## src/rtl/seq_chunk_adder_pkg.sv

```systemverilog
// Shared types and sizing helpers for the chunked sequential adder.
package adder_pkg;

  typedef enum logic [1:0] {
    ST_IDLE = 2'd0,
    ST_BUSY = 2'd1,
    ST_DONE = 2'd2
  } state_e;

  function automatic int calc_nchunk(input int width, input int chunk);
    return width / chunk;
  endfunction

  // A single-chunk configuration still needs a 1-bit counter to exist.
  function automatic int calc_cnt_w(input int nchunk);
    return (nchunk > 1) ? $clog2(nchunk) : 1;
  endfunction

endpackage

```

## src/rtl/chunk_adder.sv

```systemverilog
// Combinational CHUNK-bit ripple adder; also exposes the carry into its top bit
// so the caller can form signed overflow on the final chunk.
module chunk_adder #(
  parameter int CHUNK = 3
) (
  input  logic [CHUNK-1:0] a,
  input  logic [CHUNK-1:0] b,
  input  logic             ci,
  output logic [CHUNK-1:0] s,
  output logic             co,
  output logic             c_msb_in
);

  logic [CHUNK-1:0] w_cvec;
  logic             w_c;

  // Bit-serial ripple: w_cvec[i] records the carry entering bit i.
  always_comb begin
    w_c    = ci;
    w_cvec = {CHUNK{1'b0}};
    s      = {CHUNK{1'b0}};
    for (int i = 0; i < CHUNK; i++) begin
      w_cvec[i] = w_c;
      s[i]      = a[i] ^ b[i] ^ w_c;
      w_c       = (a[i] & b[i]) | (w_c & (a[i] ^ b[i]));
    end
  end

  assign co       = w_c;
  assign c_msb_in = w_cvec[CHUNK-1];

endmodule

```

## src/rtl/seq_chunk_adder.sv

```systemverilog
// Multi-cycle adder/subtractor: CHUNK bits per clock with a registered ripple
// carry, valid/ready on both sides.
module seq_chunk_adder
  import adder_pkg::*;
#(
  parameter int WIDTH = 12,
  parameter int CHUNK = 3
) (
  input  logic             clk,
  input  logic             rst_n,
  input  logic             in_valid,
  output logic             in_ready,
  input  logic [WIDTH-1:0] a,
  input  logic [WIDTH-1:0] b,
  input  logic             cin,
  input  logic             sub,
  output logic             out_valid,
  input  logic             out_ready,
  output logic [WIDTH-1:0] s,
  output logic             cout,
  output logic             ovf
);

  localparam int NCHUNK = calc_nchunk(WIDTH, CHUNK);
  localparam int CNT_W  = calc_cnt_w(NCHUNK);
  localparam logic [CNT_W-1:0] LAST_CNT = CNT_W'(NCHUNK - 1);

  if ((WIDTH < 2) || (CHUNK < 1) || ((WIDTH % CHUNK) != 0)) begin : g_bad_params
    $error("seq_chunk_adder: WIDTH must be >= 2 and an exact multiple of CHUNK >= 1");
  end

  state_e           r_state;
  state_e           w_next;
  logic [WIDTH-1:0] r_a;
  logic [WIDTH-1:0] r_b;
  logic [WIDTH-1:0] r_s;
  logic             r_carry;
  logic             r_cout;
  logic             r_ovf;
  logic [CNT_W-1:0] r_cnt;

  int               w_base;
  logic [CHUNK-1:0] w_a_chunk;
  logic [CHUNK-1:0] w_b_chunk;
  logic [CHUNK-1:0] w_sum;
  logic             w_co;
  logic             w_msb_in;
  logic             w_last;
  logic             w_accept;

  assign w_base    = int'(r_cnt) * CHUNK;
  assign w_a_chunk = r_a[w_base +: CHUNK];
  assign w_b_chunk = r_b[w_base +: CHUNK];
  assign w_last    = (r_cnt == LAST_CNT);
  assign w_accept  = (r_state == ST_IDLE) && in_valid;

  chunk_adder #(
    .CHUNK(CHUNK)
  ) u_chunk_adder (
    .a       (w_a_chunk),
    .b       (w_b_chunk),
    .ci      (r_carry),
    .s       (w_sum),
    .co      (w_co),
    .c_msb_in(w_msb_in)
  );

  // State register.
  always_ff @(posedge clk or negedge rst_n) begin
    if (!rst_n) begin
      r_state <= ST_IDLE;
    end else begin
      r_state <= w_next;
    end
  end

  // Next-state logic.
  always_comb begin
    w_next = r_state;
    case (r_state)
      ST_IDLE: if (in_valid)  w_next = ST_BUSY; else w_next = ST_IDLE;
      ST_BUSY: if (w_last)    w_next = ST_DONE; else w_next = ST_BUSY;
      ST_DONE: if (out_ready) w_next = ST_IDLE; else w_next = ST_DONE;
      default: w_next = ST_IDLE;
    endcase
  end

  // Operand capture and per-chunk accumulation; subtraction is a + ~b + 1.
  always_ff @(posedge clk or negedge rst_n) begin
    if (!rst_n) begin
      r_a     <= {WIDTH{1'b0}};
      r_b     <= {WIDTH{1'b0}};
      r_s     <= {WIDTH{1'b0}};
      r_carry <= 1'b0;
      r_cout  <= 1'b0;
      r_ovf   <= 1'b0;
      r_cnt   <= {CNT_W{1'b0}};
    end else if (w_accept) begin
      r_a     <= a;
      r_b     <= sub ? ~b : b;
      r_carry <= sub ? 1'b1 : cin;
      r_cnt   <= {CNT_W{1'b0}};
    end else if (r_state == ST_BUSY) begin
      r_s[w_base +: CHUNK] <= w_sum;
      r_carry              <= w_co;
      r_cnt                <= r_cnt + {{(CNT_W-1){1'b0}}, 1'b1};
      if (w_last) begin
        r_cout <= w_co;
        r_ovf  <= w_msb_in ^ w_co;
      end
    end
  end

  assign in_ready  = (r_state == ST_IDLE);
  assign out_valid = (r_state == ST_DONE);
  assign s         = r_s;
  assign cout      = r_cout;
  assign ovf       = r_ovf;

endmodule

```

## config.mk

```make
export PLATFORM = sky130hd
export DESIGN_NAME = seq_chunk_adder
export DESIGN_NICKNAME = d
export VERILOG_FILES = /design/src/rtl/seq_chunk_adder_pkg.sv /design/src/rtl/chunk_adder.sv /design/src/rtl/seq_chunk_adder.sv
export SDC_FILE = /design/constraint.sdc
export NUM_CORES = 1
export LEC_CHECK = 0
export CORE_ASPECT_RATIO = 1.1
export CORE_UTILIZATION = 55
export CTS_CLUSTER_DIAMETER = 150
export DETAILED_ROUTE_END_ITERATION = 8
export PLACE_DENSITY = 0.88
export SYNTH_ARGS = -nofsm -noshare
export SYNTH_HDL_FRONTEND = slang
export SYNTH_SLANG_ARGS = --single-unit
export TNS_END_PERCENT = 30
```

## constraint.sdc

```tcl
create_clock -name clk -period 4.67 [get_ports clk]
set_input_delay 0.934 -clock clk [delete_from_list [all_inputs] [get_ports clk]]
set_output_delay 0.934 -clock clk [all_outputs]
set_load 0.02 [all_outputs]
```

==> run metrics <==
initial core utilization 57.17%; CTS clk-pin slew, worst paths 0.08 ns; Slew Limit Fails 0; WL/cell 16.46 um; synth cell count leaders dfrtp_1 (43), mux2_2 (35), xor2_1 (13); Worst-Skew Late Latency 0.30 ns; area grow syn2layout 23.36%; CTS sink count 43; first-pass GRT wire length 6913 um; Bufs on Longest Clock Path 2; post-synth top area share 47.49%; synthesized flop and latch total 43; CTS tree built; die area 4381 um^2; grt ovf 0; initial antenna violation count 0; Core ar. 3964 um^2; Chip Width 63.20 um; # Post-CTS Setup Buffers 0; clk_skew 0.008974 ns; ant diodes 0; crit path DAT 3.57 ns; synthesized area per cell 14.34 um^2; Final Critical Period 3.329 ns; Mapped Nets 197; outcome complete, no violations; post-synthesis instance total 158; final setup violation count 0; crit path launch type flop; Hold Fails Final Rpt 0; die height 69.32 um; Port Buffers 45; Design Area, Final 2795 um^2; Peak VDD IR 0.3044 mV; Root Driver clkbuf_8; Total Nets Final 238; Yosys Warn Count 0; DR iter-0 viols 106; Critical Path RT 4.91 ns; PD cells 725.8 nW/um^2; synth unique cells 26; CTS Hold Bufs 0; number of placement rows 24; hpwl dp 3027 um; worst hold path stage count 1; count leader, synth dfrtp_1; largest net degree at the start of global routing 44; remaining antenna violation count after routing 0; WL final 4132 um; maximum level of the CTS H-tree 2; mapped cell area 2266 um^2; number of flops mapped to enable cells by yosys 0; Setup TNS 0 ns; Post-route DRC 0; Least-Margin Pin Slew 1.126 ns; slew margin rel. 24.89%; fraction of registers with async set/reset 100.0%; sequential element share of the synthesized area 47.49%; Vias 1413; maximum fanout along the worst path 23; Leakage 1.215 nW; dominant cell type by area after synthesis dfrtp_1; Placement Cell Area 2708 um^2; number of global-route vias before repair 1459; depth of the most critical reg-to-reg path 8; 1st-pass router iterations 4; CTS Buf Count 5; Synth Flop Type dfrtp_1; Synth area leaders dfrtp_1 (47%), mux2_2 (17%), mux4_2 (6.0%); CP Capture Type flop; Hold Crit Class reg2reg; layout cells sized above 1 27.64%; crit share post-route 71.28%; critical path class reg2reg; vias per cell 5.629; IO Count 46; post-CTS sizing 0; Max Cap Violations 0; Tot GR Track Use 20.94%; Fmax 0.3004 GHz; RSZ-0062 raised after global routing no; RePlAce Congestion 0.8329
[state kept, by name, indices dropped and copies added (netlist names)]
signal,count
cout,1
ovf,1
r_a,12
r_b,12
r_carry,1
r_cnt,2
r_state,2
s,12
[where the power goes]
group	total, W	leakage (nW)	internal, W	switching (W)
registers	0.000705	0.532	0.000547	0.000159
clock network	0.000240	0.0470	0.000116	0.000124
logic	0.00108	0.636	0.000621	0.000462
[per-layer routing]
| layer | vias to the layer above | part of all wire (%) | global-route usage, % |
|---|---|---|---|
| met3 | 11 | 4.2 | 5.921 |
| met2 | 45 | 52 | 34.77 |
| met1 | 713 | 41 | 25.34 |
| met5 | - | 0 | 0 |
| li1 | 644 | - | - |
| met4 | 0 | 2.4 | 9.091 |
[final timing paths]
check	start	endpoint	slack (ns)
max	r_cnt[0]	s[8]	1.34
min	r_b[2]	r_b[2]	0.51
max reg2reg	r_cnt[0]	s[8]	1.34
min reg2reg	r_b[2]	r_b[2]	0.51
max in group asynchronous	rst_n	cout	3.30
min in group asynchronous	rst_n	s[9]	0.77
[cells in the final DEF, fill, tap and decap left out, types with 2 or more instances in the layout]
cell	count
clkdlybuf4s50_1	44
dfrtp_1	43
mux2_2	35
xor2_1	13
inv_1	7
nor4bb_1	7
mux4_2	6
ha_1	6
clkbuf_8	6
and3b_1	4
mux2_4	3
nor4b_1	3
fa_1	3
nor2_1	2
nand2b_1	2
nand3b_1	2
o21ai_0	2
and4b_1	2
[final cells by class]
class / instances / area [um^2]
Clock buffer: 6 / 82.58
Clock inverter: 1 / 5.005
Fill cell: 290 / 1169
Inverter: 7 / 26.28
Multi-Input combinational cell: 97 / 1095
Sequential cell: 43 / 1076
Tap cell: 52 / 65.06
Timing Repair Buffer: 45 / 445.4
[through the flow]
stage | hold slack, ns | std cells | setup slack, ns | utilization (%) | total power, W
global route | 0.5217 | 251 | 1.097 | 70.52 | 0.002165
detailed placement | 0.4952 | 244 | 1.331 | 68.31 | 0.001800
finish | 0.5097 | 251 | 1.341 | 70.52 | 0.002029
CTS | 0.5112 | 251 | 1.320 | 70.52 | 0.002038
floorplan | 0.4751 | 158 | 1.826 | - | 0.001489
global placement | 0.4854 | 244 | 1.435 | 68.31 | 0.001735
[kinds of logic (layout without fill, tap and decap cells)]
logic type | after synthesis | in the layout | synth area share [%]
simple gates | 25 | 25 | 9.884
xor+xnor | 13 | 13 | 5.025
mux | 45 | 45 | 25.79
flops | 43 | 43 | 47.49
fa+ha+maj | 9 | 9 | 5.964
buf+inv | 18 | 59 | 4.197
compound gates | 5 | 5 | 1.657
[critical path, stage by stage, from the launching register on]
cell	delay [ns]
dfrtp_1	0.91
mux4_2	0.59
inv_1	0.09
fa_1	0.17
inv_1	0.05
fa_1	0.41
fa_1	0.55
nor4bb_1	0.29
mux2_2	0.20
No activity file was read; power rests on OpenSTA's default activity.
